## config.mk

```make
export PLATFORM = sky130hd
export DESIGN_NAME = pulse_stretcher
export DESIGN_NICKNAME = d
export VERILOG_FILES = /design/src/rtl/pulse_stretcher.sv
export SDC_FILE = /design/constraint.sdc
export NUM_CORES = 1
export LEC_CHECK = 0
export BUFFER_PORTS_ARGS = -buffer_cell sky130_fd_sc_hd__buf_2
export CAP_MARGIN = 25
export CORE_AREA = 10 10 47 49
export DETAILED_ROUTE_END_ITERATION = 7
export DIE_AREA = 0 0 57 59
export PLACE_DENSITY_LB_ADDON = 0.08
export RECOVER_POWER = 100
export SETUP_SLACK_MARGIN = 0.15
export SLEW_MARGIN = 20
export SYNTH_ARGS = -nofsm -noshare
export SYNTH_HDL_FRONTEND = slang
export SYNTH_SLANG_ARGS = --single-unit
```

## constraint.sdc

```tcl
create_clock -name clk -period 3.6 [get_ports clk]
set_input_delay 0.18 -clock clk [delete_from_list [all_inputs] [get_ports clk]]
set_output_delay 0.18 -clock clk [all_outputs]
set_load 0.005 [all_outputs]
```

## src/rtl/pulse_stretcher.sv

```systemverilog
// Stretches one-cycle event strobes into pulses with guaranteed minimum high and low widths.
// Optional `PULSE_STRETCH_RETRIGGER_EN: a strobe during the high phase extends the pulse instead of queueing.
module pulse_stretcher #(
    parameter int DIV        = 2,
    parameter int HIGH_TICKS = 8,
    parameter int LOW_TICKS  = 8,
    parameter int QDEPTH_W   = 2
) (
    input  logic                clk,
    input  logic                rst_n,
    input  logic                trigger,
    output logic                result,
    output logic                busy,
    output logic [QDEPTH_W-1:0] pending,
    output logic                overflow
);

    localparam int PW   = (DIV > 1) ? $clog2(DIV) : 1;
    localparam int TMAX = (HIGH_TICKS > LOW_TICKS) ? HIGH_TICKS : LOW_TICKS;
    localparam int TW   = (TMAX > 1) ? $clog2(TMAX) : 1;

    localparam logic [PW-1:0]       PRESC_LAST = PW'(DIV - 1);
    localparam logic [TW-1:0]       HIGH_LAST  = TW'(HIGH_TICKS - 1);
    localparam logic [TW-1:0]       LOW_LAST   = TW'(LOW_TICKS - 1);
    localparam logic [QDEPTH_W-1:0] PEND_MAX   = '1;

    typedef enum logic [1:0] {IDLE, HIGH, GAP} state_t;

    state_t              state_q, state_d;
    logic [PW-1:0]       presc_q, presc_d;
    logic [TW-1:0]       tcnt_q, tcnt_d;
    logic [QDEPTH_W-1:0] pend_q, pend_d;
    logic                result_q;
    logic                ovf_q, ovf_d;
    logic                tick, enq, deq;
`ifdef PULSE_STRETCH_RETRIGGER_EN
    logic                rt_q, rt_d;
`endif

    always_comb begin
        tick    = (presc_q == PRESC_LAST);
        presc_d = tick ? '0 : presc_q + 1'b1;
        state_d = state_q;
        tcnt_d  = tcnt_q;
        deq     = 1'b0;
        enq     = trigger;
`ifdef PULSE_STRETCH_RETRIGGER_EN
        // Strobes in HIGH are remembered and restart the count on the next tick.
        rt_d = rt_q;
        if (state_q == HIGH) begin
            enq = 1'b0;
            if (trigger) rt_d = 1'b1;
        end
`endif
        if (tick) begin
            case (state_q)
                IDLE: begin
                    if (pend_q != '0) begin
                        state_d = HIGH;
                        tcnt_d  = '0;
                        deq     = 1'b1;
                    end
                end
                HIGH: begin
`ifdef PULSE_STRETCH_RETRIGGER_EN
                    if (rt_q || trigger) begin
                        tcnt_d = '0;
                        rt_d   = 1'b0;
                    end else
`endif
                    if (tcnt_q == HIGH_LAST) begin
                        state_d = GAP;
                        tcnt_d  = '0;
                    end else begin
                        tcnt_d = tcnt_q + 1'b1;
                    end
                end
                GAP: begin
                    if (tcnt_q == LOW_LAST) begin
                        tcnt_d = '0;
                        if (pend_q != '0) begin
                            state_d = HIGH;
                            deq     = 1'b1;
                        end else begin
                            state_d = IDLE;
                        end
                    end else begin
                        tcnt_d = tcnt_q + 1'b1;
                    end
                end
                default: state_d = IDLE;
            endcase
        end

        ovf_d  = 1'b0;
        pend_d = pend_q;
        if (enq && !deq) begin
            if (pend_q == PEND_MAX) ovf_d = 1'b1;
            else                    pend_d = pend_q + 1'b1;
        end else if (!enq && deq) begin
            pend_d = pend_q - 1'b1;
        end
    end

    always_ff @(posedge clk or negedge rst_n) begin
        if (!rst_n) begin
            state_q  <= IDLE;
            presc_q  <= '0;
            tcnt_q   <= '0;
            pend_q   <= '0;
            result_q <= 1'b0;
            ovf_q    <= 1'b0;
`ifdef PULSE_STRETCH_RETRIGGER_EN
            rt_q     <= 1'b0;
`endif
        end else begin
            state_q  <= state_d;
            presc_q  <= presc_d;
            tcnt_q   <= tcnt_d;
            pend_q   <= pend_d;
            result_q <= (state_d == HIGH);
            ovf_q    <= ovf_d;
`ifdef PULSE_STRETCH_RETRIGGER_EN
            rt_q     <= rt_d;
`endif
        end
    end

    assign result   = result_q;
    assign busy     = (state_q != IDLE) || (pend_q != '0);
    assign pending  = pend_q;
    assign overflow = ovf_q;

endmodule

```

-- Yosys cells after proc, flatten, opt, wreduce, memory -nomap -nowiden
Index checks and enable logic that the tools add are counted.
- logic and storage cells: 49
- input bits: 3
- flip-flop bits (word level): 10
- mux-type cells: 19
- eq/ne operators: 7
- $add $sub $neg: 4
- reduce and logical (&&, ||, !) cells: 13
- operator list (kind ; count):
    2-to-1 mux 2 bit ; 7
    nonzero test 2 bit ; 4
    2-to-1 mux 1 bit ; 7
    2-to-1 mux 3 bit ; 2
    case mux 2 bit (3 select lines) ; 1
    case mux 3 bit (2 select lines) ; 1
    == test 2 x 1 -> 1 bit, second input constant ; 2
    == test 2 bit, second input constant ; 2
    inequality test 2 bit, second input constant ; 2
    adder 3 x 1 -> 3 bit, second input constant ; 1
    == test 3 bit, second input constant ; 1
    AND reduction 3 bit ; 1
    adder 2 x 1 -> 2 bit, second input constant ; 1
    logical AND 1 bit ; 2
    zero test 1 bit ; 2
    zero test 2 bit ; 1
    case mux 1 bit (2 select lines) ; 1
    AND reduction 2 bit ; 1
    OR reduction 2 bit ; 1
    subtractor 2 x 1 -> 2 bit, second input constant ; 1
    adder 1 bit, second input constant ; 1
    logical OR 1 bit ; 1

-- Longest topological paths before layout
Gate-level depths: netlist (run 1).
- word-level depth: 9
- depth in mapped cells: 6
- gate-level depth less buffers: 6

-- Least setup slack after synthesis (run 1)
OpenSTA, ideal clock, no wires.
- path type: reg2reg
- from: register state_q[0]
- to: register tcnt_q[0]
- stages on the path, launching flop included: 7
- path slack: 2025 ps
- arrival time: 1450 ps
- period minus slack after synthesis: 1575 ps
- library setup time: 125 ps
- cells stage by stage: dfrtp_1 -> inv_1 -> ha_1 -> or3b_4 -> nand2_2 -> nor2_2 -> mux2_4
- cells in the longest elaborated chain, start to end: 4
- RTL lines (what ; RTL line ; source):
    start, declared ; 29 ; state_t state_q, state_d;
    start signal, assigned ; 117 ; state_q <= state_d;
    == test 2 bit / == test 2 x 1 -> 1 bit (equally long branches) ; 56 ; case (state_q)
    OR reduction 2 bit (no source line) ; n/a ;
    nonzero test 2 bit (no source line) ; n/a ;
    AND reduction 3 bit (no source line) ; n/a ;
    end signal, assigned ; 119 ; tcnt_q <= tcnt_d;
    end, declared ; 31 ; logic [TW-1:0] tcnt_q, tcnt_d;
Parallel ways exist; a longest one is shown, timed or not.
A chain may end at the register's enable or synchronous reset.

-- Worst setup path after layout (run 1)
- from: register state_q[0]
- to: output port busy
- cells in the longest elaborated chain, start to end: 2
- RTL lines (what ; RTL line ; source):
    nonzero test 2 bit ; 130 ; assign busy = (state_q != IDLE) || (pend_q != '0);
    logical OR 1 bit ; 130 ;
    end, declared ; 13 ; output logic busy,
No other way between the ends.

==> run summary, run 1 <==
WL final: 1090 microns
Die Width: 57 microns
Post-synth net total: 66
Post-DP Area: 633 sq um
RSZ-0062 raised after global routing: false
Critical path type: reg -> out
FF-to-FF Start: state_q[0]
Clock buffer depth: 2
Max-cap violation count: 0
Initial Util: 0.412
Hold buffers post-CTS: 1
F_max: 0.597 GHz
Final Max Tran Viols: 0
Die ar.: 0.00336 sq mm
Chip Height: 59 microns
Relative slew slack: 0.623
Mean Syn Cell Area: 10.3 sq um
Hold_sp: trigger
Post-synthesis sequential area ratio: 0.433
Reg2reg end: tcnt_q[0]
DP HPWL: 841 microns
Synth cell types: 27
HP Class: in -> reg
Routability Congestion: 0.834
CTS tree: yes
Worst setup margin: 1930 ps
Hold path cells: 3
First-pass GRT wire length: 1930 microns
# clock sinks: 10
Top-area cell type share of the netlist area: 0.433
Leading post-synthesis cells by cell area: dfrtp_1 43%, ha_1 15%, inv_1 4.5%, mux2i_1 3.5%, o21ai_0 2.6%
Yosys warning count: 0
CTS clk-pin slew, worst paths: 60 ps
N_diodes: 0
Synth Cell Area: 578 sq um
CP Capture Type: primary output
Crit-path max FO: 3
DR WL/cell: 13.2 microns
Final setup vio count: 0
Multi-input logic area: 290 sq um
Status: complete, no violations
Startpoint Class: flip-flop
Number of global-route vias before repair: 421
Power Dens Cells: 620 mW/mm^2
Finished Cell Area: 647 sq um
Largest area contributor in the netlist: dfrtp_1
Total core area: 0.00140 sq mm
Standard-cell rows: 14
Fill count: 147
I/O pins: 8
Post-DR vias/cell: 5.05
Max incr delay on CP: 400 ps
Final total power: 0.000401 W
Worst reg2reg path depth: 6
Post-CTS sizing: 0
Total negative slack: 0 ps
Final hold vios: 0
Post-route clock period utilization: 0.465
Data required, critical path: 3420 ps
Minimum clock period: 1670 ps
I/O Buffers: 7
# DRC: 0
Reg area: 250 sq um
Final ANT Viol Nets: 0
Worst Max-Slew Pin Slew: 566 ps
Drt first pass iters: 3
Leakage Power: 0.328 nW
GRT Total Usage: 0.0761
Worst vdd ir: 276 uV
Slowest-stage cell, CP: dfrtp_1
Clk Latency, worst-skew pair: 270 ps
DRC marker count from the first detailed-route iteration: 2
Postcts setup bufs: 0
# H-tree levels: 1
Final clock skew: 7.06 ps
GR Overflow Total: 0
Nets: 79
R2r setup slk: 1930 ps
Ratio of cells with drive above 1 in the final layout: 0.0746
TritonCTS buffer count: 3
Largest net degree at the start of global routing: 11
FF+latch count, synth: 10
Crit path arrival time: 1490 ps
Pre-CTS setup slack: 1960 ps
Area growth syn-to-layout: 11.9%
Worst path cell trace: inv_1 > ha_1 > or3b_1 > clkbuf_1
Root buf cell: clkbuf_4
Via count: 419
Hold path endpoint: pending[1]
Initial antenna violation count: 0
Synthesized instance count: 56
[sequential cells by signal, summed over array words and instances (netlist names)]
signal	cells
tcnt_q	3
pending	2
state_q	2
overflow	1
presc_q	1
result	1
[cells by family (layout without fill, tap and decap cells)]
family / count (synthesis) / after routing / synth area share
AO/OA/AOI/OAI: 12 / 12 / 0.141
buffers and inverters: 7 / 18 / 0.0455
flip-flops: 10 / 10 / 0.433
multiplexers: 3 / 3 / 0.0606
XOR/XNOR: 1 / 1 / 0.0152
adder cells (fa/ha/maj): 7 / 7 / 0.152
AND/OR/NAND/NOR: 16 / 16 / 0.154
[critical path: cells and delay by family, from the launching register on]
| family | cells | cell delay [ps] |
|---|---|---|
| and+or+nand+nor | 1 | 400 |
| buffers and inverters | 2 | 250 |
| DFF | 1 | 400 |
| adders and majority gates | 1 | 190 |
[layout by cell type (no fill, tap or decap), types with 2 or more instances in the layout]
| cell | count |
|---|---|
| nor2_1 | 3 |
| ha_1 | 7 |
| clkbuf_1 | 6 |
| clkbuf_4 | 3 |
| o21ai_0 | 3 |
| dfrtp_1 | 10 |
| a21oi_1 | 2 |
| nand2_1 | 5 |
| inv_1 | 7 |
| mux2i_1 | 2 |
[synth_stat cells (all sizes together)]
cell	instances
ha	7
nand2	5
nand2b	1
dfrtp	10
o211a	1
mux2i	2
and2	1
o21ai	3
mux2	1
a21oi	2
o21a	1
nor3b	1
and3	1
a22o	1
nor2	3
inv	7
a211o	1
xnor2	1
a21o	1
or3b	1
nand3	1
nor2b	1
o211ai	1
nor3	1
a31oi	1
[worst max path at each step]
| stage | end | cells after the start | startpoint | slack [ps] |
|---|---|---|---|---|
| global route | tcnt_q[0] | 6 | state_q[0] | 1790 |
| global placement | tcnt_q[0] | 6 | state_q[0] | 1960 |
| finish | busy | 4 | state_q[0] | 1930 |
| floorplan | tcnt_q[0] | 6 | state_q[0] | 2020 |
| detailed placement | tcnt_q[0] | 6 | state_q[0] | 1960 |
| CTS | busy | 4 | state_q[0] | 1900 |
[routing by layer]
layer | share of wire | GRT usage | up-vias
li1 | - | - | 218
met1 | 0.44 | 0.0773 | 187
met4 | 0.028 | 0.0570 | 0
met2 | 0.45 | 0.109 | 10
met5 | 0 | 0 | -
met3 | 0.080 | 0.0515 | 4
[cell type report]
class / instances / share of cell area
Tap cell: 16 / 0.0309
Timing Repair Buffer: 8 / 0.0580
Clock buffer: 3 / 0.0348
Sequential cell: 10 / 0.387
Multi-Input combinational cell: 39 / 0.449
Inverter: 7 / 0.0406
[stage by stage]
stage,instances,utilization,hold WS [ps]
after floorplan,56,-,-116
after global placement,79,0.452,55.0
after detailed placement,79,0.452,54.3
after CTS,83,0.475,179
after global routing,83,0.462,210
final,83,0.462,187
[where the power goes]
part | internal (W) | switching [W] | total, W
sequential | 0.000147 | 0.0000246 | 0.000172
clock | 0.0000385 | 0.0000350 | 0.0000735
combinational | 0.0000761 | 0.0000801 | 0.000156
total | 0.000262 | 0.000140 | 0.000401
Note: power is estimated with default switching activity, not from simulation.
==> run 2: changes to the inputs <==
--- a/config.mk
+++ b/config.mk
@@ -5,6 +5,7 @@
 export SDC_FILE = /design/constraint.sdc
 export NUM_CORES = 1
 export LEC_CHECK = 0
+export ABC_AREA = 1
 export BUFFER_PORTS_ARGS = -buffer_cell sky130_fd_sc_hd__buf_2
 export CAP_MARGIN = 25
 export CORE_AREA = 10 10 47 49
==> constraint.sdc (replaced) <==
create_clock -name clk -period 1.4 [get_ports clk]
set_input_delay 0.07 -clock clk [delete_from_list [all_inputs] [get_ports clk]]
set_output_delay 0.07 -clock clk [all_outputs]
set_load 0.005 [all_outputs]
==> run summary, run 2 <==
Post-synth net total: 81 (was 66)
Worst Max-Slew Pin Slew: 526 ps (was 566 ps)
Final setup vio count: 0 (unchanged)
Clk Latency, worst-skew pair: 270 ps (about the same)
DR WL/cell: 11.5 microns (was 13.2 microns)
Number of global-route vias before repair: 517 (was 421)
CTS tree: yes (unchanged)
Leakage Power: 0.395 nW (was 0.328 nW)
Standard-cell rows: 14 (unchanged)
Compound-gate portion of the synthesized area: 0.0799 (was 0.141)
DRC marker count from the first detailed-route iteration: 2 (unchanged)
Crit path arrival time: 1490 ps (about the same)
# clock sinks: 10 (unchanged)
F_max: 0.750 GHz
TritonCTS buffer count: 3 (unchanged)
Hold_sp: trigger (unchanged)
Most common cell after layout, fill and taps aside: nand2_1 (was dfrtp_1)
Synthesized instance count: 71 (was 56)
Cell with the most instances after synthesis: nand2_1 (was dfrtp_1)
R2r setup slk: 70 ps (was 1930 ps)
Largest family of logic cells by synthesized area: simple AND/OR/NAND/NOR gates (unchanged)
Routability Congestion: 0.802 (was 0.834)
Initial antenna violation count: 0 (unchanged)
Largest net degree at the start of global routing: 11 (unchanged)
Mean Syn Cell Area: 8.16 sq um (was 10.3 sq um)
I/O Buffers: 7 (unchanged)
Crit-path max FO: 2 (was 3)
Die Width: 57 microns (unchanged)
Synth Area in XOR/XNOR: 0 (was 0.0152)
Total core area: 0.00140 sq mm (unchanged)
Area share of fa/ha/maj cells after synthesis: 0.151 (was 0.152)
Synth Cell Area: 579 sq um (was 578 sq um)
Hold path endpoint: overflow (was pending[1])
Initial Util: 0.413 (was 0.412)
Max-cap violation count: 0 (unchanged)
Area growth syn-to-layout: 33.5% (was 11.9%)
Top-area cell type share of the netlist area: 0.432 (was 0.433)
Sw frac: 0.410 (was 0.348)
GR Overflow Total: 0 (unchanged)
Final clock skew: 4.07 ps (was 7.06 ps)
Largest Register: tcnt_q (unchanged)
EDFF count, synth: 0 (unchanged)
Post-DR vias/cell: 4.83 (was 5.05)
Post-Synth Simple-Gate Area: 0.272 (was 0.154)
Power Dens Cells: 1840 mW/mm^2 (was 620 mW/mm^2)
Startpoint Class: flip-flop (unchanged)
Critical path type: reg -> reg (was reg -> out)
Relative slew slack: 0.650 (was 0.623)
First-pass GRT wire length: 1990 microns (was 1930 microns)
Clock buffer depth: 2 (unchanged)
Ratio of cells with drive above 1 in the final layout: 0.326 (was 0.0746)
Total negative slack: 0 ps (unchanged)
Worst vdd ir: 848 uV (was 276 uV)
CTS clk-pin slew, worst paths: 70 ps (was 60 ps)
Chip Height: 59 microns (unchanged)
N_diodes: 0 (unchanged)
Internal power: 0.000838 W (was 0.000262 W)
Root buf cell: clkbuf_4 (unchanged)
Reg power frac: 0.337 (was 0.428)
Final hold vios: 0 (unchanged)
# DRC: 0 (unchanged)
Die ar.: 0.00336 sq mm (unchanged)
Commonest register cell after synthesis: dfrtp_1 (unchanged)
Final ANT Viol Nets: 0 (unchanged)
Yosys warning count: 0 (unchanged)
RSZ-0062 raised after global routing: true (was false)
Nets: 97 (was 79)
Reg2reg end: result (was tcnt_q[0])
Post-route clock period utilization: 0.952
GRT Total Usage: 0.0740 (was 0.0761)
HP Class: in -> reg (unchanged)
CP Capture Type: flip-flop (was primary output)
FF-to-FF Start: tcnt_q[0] (was state_q[0])
Via count: 493 (was 419)
I/O pins: 8 (unchanged)
Status: complete, no violations (unchanged)
Commonest cells after routing, fill and taps aside: 17 x nand2_1, 10 x dfrtp_1, 7 x inv_1 (was 10 x dfrtp_1, 7 x inv_1, 7 x ha_1)
Drt first pass iters: 4 (was 3)
# H-tree levels: 1 (unchanged)
Post-synthesis sequential area ratio: 0.432 (was 0.433)
Switching pwr: 0.000581 W (was 0.000140 W)
Top cells by count, synth: 21 x nand2_1, 10 x dfrtp_1, 10 x inv_1 (was 10 x dfrtp_1, 7 x ha_1, 7 x inv_1)
Worst reg2reg path depth: 8 (was 6)
FF+latch count, synth: 10 (unchanged)
Largest area contributor in the netlist: dfrtp_1 (unchanged)
Data required, critical path: 1560 ps (was 3420 ps)
Final total power: 0.00142 W (was 0.000401 W)
Minimum clock period: 1330 ps
Post-synthesis mux area share: 0 (was 0.0606)
Largest register FFs: 3 (unchanged)
Hold path cells: 3 (unchanged)
Clk network pwr share: 0.183 (about the same)
Synth cell types: 13 (was 27)
Post-synth ARST share: 1.00 (unchanged)
DP HPWL: 864 microns (was 841 microns)
Final Max Tran Viols: 0 (unchanged)
Leading post-synthesis cells by cell area: dfrtp_1 43%, ha_1 15%, nand2_1 14%, inv_1 6.5%, nand3_1 5.2% (was dfrtp_1 43%, ha_1 15%, inv_1 4.5%, mux2i_1 3.5%, o21ai_0 2.6%)
WL final: 1180 microns (was 1090 microns)
Comb pwr share: 0.480 (was 0.389)
## run 2: logic make-up after synthesis
family / Yosys count
buffers and inverters: 10
AO/OA/AOI/OAI: 8
flip-flops: 10
AND/OR/NAND/NOR: 36
adder cells (fa/ha/maj): 7
## run 2: critical path: stages, from the launching register on
cell and delay (ps):
dfrtp_1 410, ha_4 190, ha_1 180, inv_2 60
a21oi_1 50, nand2_1 60, nand2_1 60, a21boi_2 160
nor2_1 50
## run 2: layout make-up
type                            count  area, sq um
Fill cell                         139          628
Sequential cell                    10          250
Multi-Input combinational cell     51          368
Timing Repair Buffer               11         61.3
Clock buffer                        4         36.3
Inverter                           10         37.5
Tap cell                           16         20.0
## run 2: worst max-delay path by stage
stage	startpoint	to	slack, ps
after floorplan	tcnt_q[0]	pending[0]	140
after global placement	tcnt_q[0]	pending[0]	50
after detailed placement	tcnt_q[0]	pending[0]	30
after CTS	tcnt_q[1]	pending[1]	100
after global routing	tcnt_q[0]	pending[1]	-40
final	tcnt_q[0]	result	70
## run 2: repair_timing
item,in CTS,in global routing
gates cloned,0,0
setup endpoints to repair,6,7
hold endpoints to repair,10,0
gates resized for setup,12,8
buffers inserted,2,0
pin swaps,7,8
hold buffers,1,0
## run 2: metal layers
layer / wire length (microns) / GRT usage / vias to the layer above
met1: 532 / 0.0788 / 222
met5: 0 / 0 / -
li1: - / - / 258
met2: 530 / 0.115 / 8
met4: 35 / 0.0537 / 0
met3: 79 / 0.0322 / 5
## run 2: per-stage QoR
step	cells	setup WS [ps]	utilization	area (sq um)	hold WS, ps
after detailed placement	95	33.5	0.462	647	-61.1
after global placement	95	54.3	0.462	647	-62.9
after floorplan	71	137	-	584	-226
after global routing	102	-39.6	0.552	773	104
after CTS	102	95.6	0.546	766	98.9
final	102	66.8	0.552	773	111
## run 2: power groups by stage
stage	Combinational (W)	Sequential [W]	Clock [W]
after detailed placement	0.000558	0.000464	0
after global routing	0.000788	0.000492	0.000281
after CTS	0.000648	0.000472	0.000266
after global placement	0.000569	0.000461	0
after floorplan	0.000387	0.000463	0
final	0.000681	0.000479	0.000260
